--- src/rtl/serial_full_subtractor.sv ---
// Bit-serial subtractor: a - b - bin, one bit per clock (LSB first) through a
// single full-subtractor cell with a registered borrow; parallel result at the end.
module serial_full_subtractor #(
  parameter int WIDTH = 8
) (
  input  logic             clk,
  input  logic             rst_n,
  input  logic             start,
  input  logic [WIDTH-1:0] a,
  input  logic [WIDTH-1:0] b,
  input  logic             bin,
  output logic             busy,
  output logic             done,
  output logic [WIDTH-1:0] diff,
  output logic             bout
);

  typedef enum logic [0:0] {IDLE = 1'b0, RUN = 1'b1} state_t;

  localparam int            CW       = (WIDTH > 1) ? $clog2(WIDTH) : 1;
  localparam logic [CW-1:0] CNT_LAST = CW'(WIDTH - 1);

  state_t           state_q, state_d;
  logic [WIDTH-1:0] sa_q, sa_d;
  logic [WIDTH-1:0] sb_q, sb_d;
  logic [WIDTH-1:0] wd_q, wd_d;
  logic [WIDTH-1:0] diff_q, diff_d;
  logic [CW-1:0]    cnt_q, cnt_d;
  logic             br_q, br_d;
  logic             bout_q, bout_d;
  logic             done_q, done_d;
  logic             busy_s;
  logic             last_s;
  logic             d_s;
  logic             br_n_s;

  assign last_s = (cnt_q == CNT_LAST);

  // State register.
  always_ff @(posedge clk or negedge rst_n) begin
    if (!rst_n) begin
      state_q <= IDLE;
    end else begin
      state_q <= state_d;
    end
  end

  // Next-state logic: leave RUN on the edge that processes the last bit.
  always_comb begin
    state_d = state_q;
    case (state_q)
      IDLE: begin
        if (start) state_d = RUN;
        else       state_d = IDLE;
      end
      RUN: begin
        if (last_s) state_d = IDLE;
        else        state_d = RUN;
      end
      default: state_d = IDLE;
    endcase
  end

  // Output decode.
  always_comb begin
    busy_s = 1'b0;
    case (state_q)
      IDLE:    busy_s = 1'b0;
      RUN:     busy_s = 1'b1;
      default: busy_s = 1'b0;
    endcase
  end

  // Full-subtractor cell on the current LSBs.
  always_comb begin
    d_s    = sa_q[0] ^ sb_q[0] ^ br_q;
    br_n_s = (~sa_q[0] & sb_q[0]) | (~(sa_q[0] ^ sb_q[0]) & br_q);
  end

  // Datapath next values; results only move on the completion edge.
  always_comb begin
    sa_d   = sa_q;
    sb_d   = sb_q;
    wd_d   = wd_q;
    br_d   = br_q;
    cnt_d  = cnt_q;
    diff_d = diff_q;
    bout_d = bout_q;
    done_d = 1'b0;
    case (state_q)
      IDLE: begin
        if (start) begin
          sa_d  = a;
          sb_d  = b;
          br_d  = bin;
          cnt_d = {CW{1'b0}};
          wd_d  = {WIDTH{1'b0}};
        end else begin
          cnt_d = cnt_q;
        end
      end
      RUN: begin
        sa_d  = {1'b0, sa_q[WIDTH-1:1]};
        sb_d  = {1'b0, sb_q[WIDTH-1:1]};
        wd_d  = {d_s, wd_q[WIDTH-1:1]};
        br_d  = br_n_s;
        cnt_d = cnt_q + {{(CW-1){1'b0}}, 1'b1};
        if (last_s) begin
          diff_d = {d_s, wd_q[WIDTH-1:1]};
          bout_d = br_n_s;
          done_d = 1'b1;
        end else begin
          done_d = 1'b0;
        end
      end
      default: begin
        done_d = 1'b0;
      end
    endcase
  end

  // Datapath registers.
  always_ff @(posedge clk or negedge rst_n) begin
    if (!rst_n) begin
      sa_q   <= {WIDTH{1'b0}};
      sb_q   <= {WIDTH{1'b0}};
      wd_q   <= {WIDTH{1'b0}};
      diff_q <= {WIDTH{1'b0}};
      cnt_q  <= {CW{1'b0}};
      br_q   <= 1'b0;
      bout_q <= 1'b0;
      done_q <= 1'b0;
    end else begin
      sa_q   <= sa_d;
      sb_q   <= sb_d;
      wd_q   <= wd_d;
      diff_q <= diff_d;
      cnt_q  <= cnt_d;
      br_q   <= br_d;
      bout_q <= bout_d;
      done_q <= done_d;
    end
  end

  assign busy = busy_s;
  assign done = done_q;
  assign diff = diff_q;
  assign bout = bout_q;

endmodule

--- config.mk ---
export PLATFORM = sky130hd
export DESIGN_NAME = serial_full_subtractor
export DESIGN_NICKNAME = d
export VERILOG_FILES = /design/src/rtl/serial_full_subtractor.sv
export SDC_FILE = /design/constraint.sdc
export NUM_CORES = 1
export LEC_CHECK = 0
export CAP_MARGIN = 40
export CORE_UTILIZATION = 50
export DETAILED_ROUTE_END_ITERATION = 6
export PLACE_DENSITY = 0.75
export SLEW_MARGIN = 20
export SYNTH_ARGS = -nofsm -noshare
export SYNTH_HDL_FRONTEND = slang
export SYNTH_SLANG_ARGS = --single-unit
--- constraint.sdc ---
create_clock -name clk -period 1.7 [get_ports clk]
set_input_delay 0.425 -clock clk [delete_from_list [all_inputs] [get_ports clk]]
set_output_delay 0.425 -clock clk [all_outputs]
set_load 0.005 [all_outputs]
==> results.md <==
* Outcome: complete, but fails checks
* Failing checks: hold timing
* Vias in the first global route at 1078
* Period utilization at 0.954
* Critical path class: flip-flop to output port
* Cts bufs inserted at 5
* Tot GR Track Use at 0.182
* Placed Cells incl. Taps at 206
* RePlAce Congestion at 0.670
* Initial antenna violation count at 0
* PD cells at 1550 nW/um^2
* Worst EP arrival at 1.20 ns
* DRC viols at 0
* Max_slew headroom at 0.732
* Final net count at 194
* Flop-to-flop setup slack at 0.20 ns
* Post-DP HPWL at 1.86 mm
* Die W at 59.0 um
* Yosys top cell by area: dfrtp_1
* Area Growth Syn to Fin at 25.6%
* Syn_area_per_cell at 11.9 um^2
* Warnings from Yosys at 0
* H-tree levels at 2
* Post-Syn Instances at 136
* Worst path slowest cell: clkdlybuf4s50_1
* Synthesized area at 1620 um^2
* Area contributors post-synth: dfrtp_1 59%, mux2i_1 12%, mux2_2 5.6%
* Top-count cell post-synth: dfrtp_1
* Distinct cells, synth at 18
* Port-buffer cells at 30
* Crit path max-delay family: buffers and inverters
* First-pass GRT wire length at 4.59 mm
* Routed length per instance at 11.9 um
* Cells along the critical path: clkdlybuf4s50_1
* Crit Path Max Fanout at 2
* Peak VDD IR at 0.000833 V
* Worst path max stage delay at 0.51 ns
* Worst-Margin Slew at 0.402 ns
* WP buf/inv at 1
* Leak Pwr at 0.966 nW
* Setup TNS Final at 0 ns
* Clock-pin slew on the worst setup and hold paths at 0.11 ns
* Iter 0 DRT Violations at 23
* Gate power share at 0.373
* Fin util at 0.667
* Post-synth ARST share at 1.00
* Sequential fraction of the synthesis area at 0.586
* Switching share of power at 0.316
* Via count at 1069
* Largest net degree at the start of global routing at 50
* Max-cap violations at 0
* Max Slew Vio Count at 0
* Clock network power share at 0.151
* Antenna diodes at 0
* Synth top area share at 0.586
* Endpoints failing setup at 0
* Minimum clock period at 1.62 ns
* Min Hold Slack at -0.00108 ns
* Std cell rows at 20
* Final hold viol count at 4
* Startpoint types: flip-flop
* WP data required at 1.27 ns
* Synthesized flop and latch total at 38
* Ports at 31
* Switching power of the nets at 0.997 mW
* Min-Delay Path Class: input port to async pin
* Starting Density at 0.531
* Crit end category: output port
* EDFF count, synth at 0
* Quantity of hold-fixing buffers added after cts at 0
* Chip height at 59.0 um
* Post_cts resized at 0
* Max Buffers Root-to-Sink at 2
* Total Wirelength at 2.57 mm
* Drt first pass iters at 4
* Max Clk Rate at 0.617 GHz
* Number of vias per cell at 4.95
* Antenna Violating Nets Remaining at 0
* CTS tree: built
* Clk_skew at 0.0110 ns
* Remaining global-route overflow at 0
* Commonest cells in the netlist: 38 x dfrtp_1, 20 x mux2i_1, 20 x nand2_1
* Internal at 2.16 mW
* Mapped Nets at 159
* Root buffer cell: clkbuf_4
* Cell Count, Final, Fillers Out at 216
* Layout cells sized above 1 at 0.134
* Worst-Skew Late Latency at 0.34 ns
* Reg power frac at 0.477
* Main synth FF type: dfrtp_1
* Clock tree sinks at 38
* Die area at 3480 um^2
* Core Footprint at 3050 um^2
* Fill cells at 272
[state kept, by name, indices dropped and copies added (netlist names)]
| signal | count |
|---|---|
| diff | 8 |
| sa_q | 8 |
| sb_q | 8 |
| wd_q | 7 |
| cnt_q | 3 |
| bout | 1 |
| br_q | 1 |
| done | 1 |
| state_q | 1 |
[layer usage]
| metal | vias to the layer above | global-route usage | routed length (um) |
|---|---|---|---|
| met4 | 0 | 0.0918 | 51 |
| met2 | 25 | 0.307 | 1300 |
| met1 | 513 | 0.210 | 1100 |
| met3 | 5 | 0.0527 | 121 |
| li1 | 526 | - | - |
| met5 | - | 0 | 0 |
[placed cells by master, fill, tap and decap left out]
cell type / n
clkinv_2: 1
o21ai_1: 3
a22o_1: 3
ha_1: 2
clkdlybuf4s50_1: 29
a21oi_1: 1
buf_4: 5
clkbuf_1: 1
clkbuf_8: 1
buf_12: 1
nand2b_1: 7
inv_1: 4
nand2_1: 20
o21ai_0: 17
dfrtp_1: 38
clkbuf_4: 5
nand2_2: 1
buf_2: 1
fa_1: 1
mux2_2: 8
mux2i_1: 20
nor2_1: 3
[final cells by class]
class	instances	area, um^2	share of cell area
Multi-Input combinational cell	86	603	0.296
Clock buffer	7	55.1	0.0270
Inverter	4	15.0	0.00737
Sequential cell	38	951	0.467
Tap cell	44	55.1	0.0270
Timing Repair Buffer	36	353	0.173
Clock inverter	1	5.00	0.00246
[logic make-up (layout without fill, tap and decap cells)]
family,count (synthesis),after routing,share of synthesized area
flip-flops,38,38,0.586
AND/OR/NAND/NOR,31,31,0.0841
multiplexers,28,28,0.179
AO/OA/AOI/OAI,24,24,0.0810
buffers and inverters,12,48,0.0417
adder cells (fa/ha/maj),3,3,0.0278
[metrics by stage]
step	instance area (um^2)	worst slack [ns]	power, mW
after detailed placement	1960	0.101	2.69
after global placement	1960	0.143	2.61
after global routing	2040	-0.00213	3.43
after CTS	2020	0.0141	3.18
final	2040	0.0784	3.16
after floorplan	1620	0.305	2.23
[path summary, 6_finish.rpt]
path / startpoint / cells after the start / to
setup / recovery: bout / 1 / bout
hold / removal: rst_n / 1 / wd_q[5]
setup reg to reg: cnt_q[0] / 4 / diff[7]
hold reg to reg: sa_q[7] / 2 / sa_q[6]
max in group asynchronous: rst_n / 2 / diff[7]
min in group clk: sa_q[7] / 2 / sa_q[6]
[power groups by stage]
stage	registers, mW	logic [mW]	clock network (mW)
2_1_floorplan	1.49	0.740	0
3_3_place_gp	1.51	1.10	0
3_5_place_dp	1.53	1.16	0
4_1_cts	1.52	1.17	0.493
5_1_grt	1.55	1.34	0.541
6_report	1.50	1.18	0.476
[timing repair]
action                                  CTS  global route
endpoints found under the setup margin    0             2
hold endpoints to repair                  0             0
setup buffers                             0             2
No activity file was read; power rests on OpenSTA's default activity.
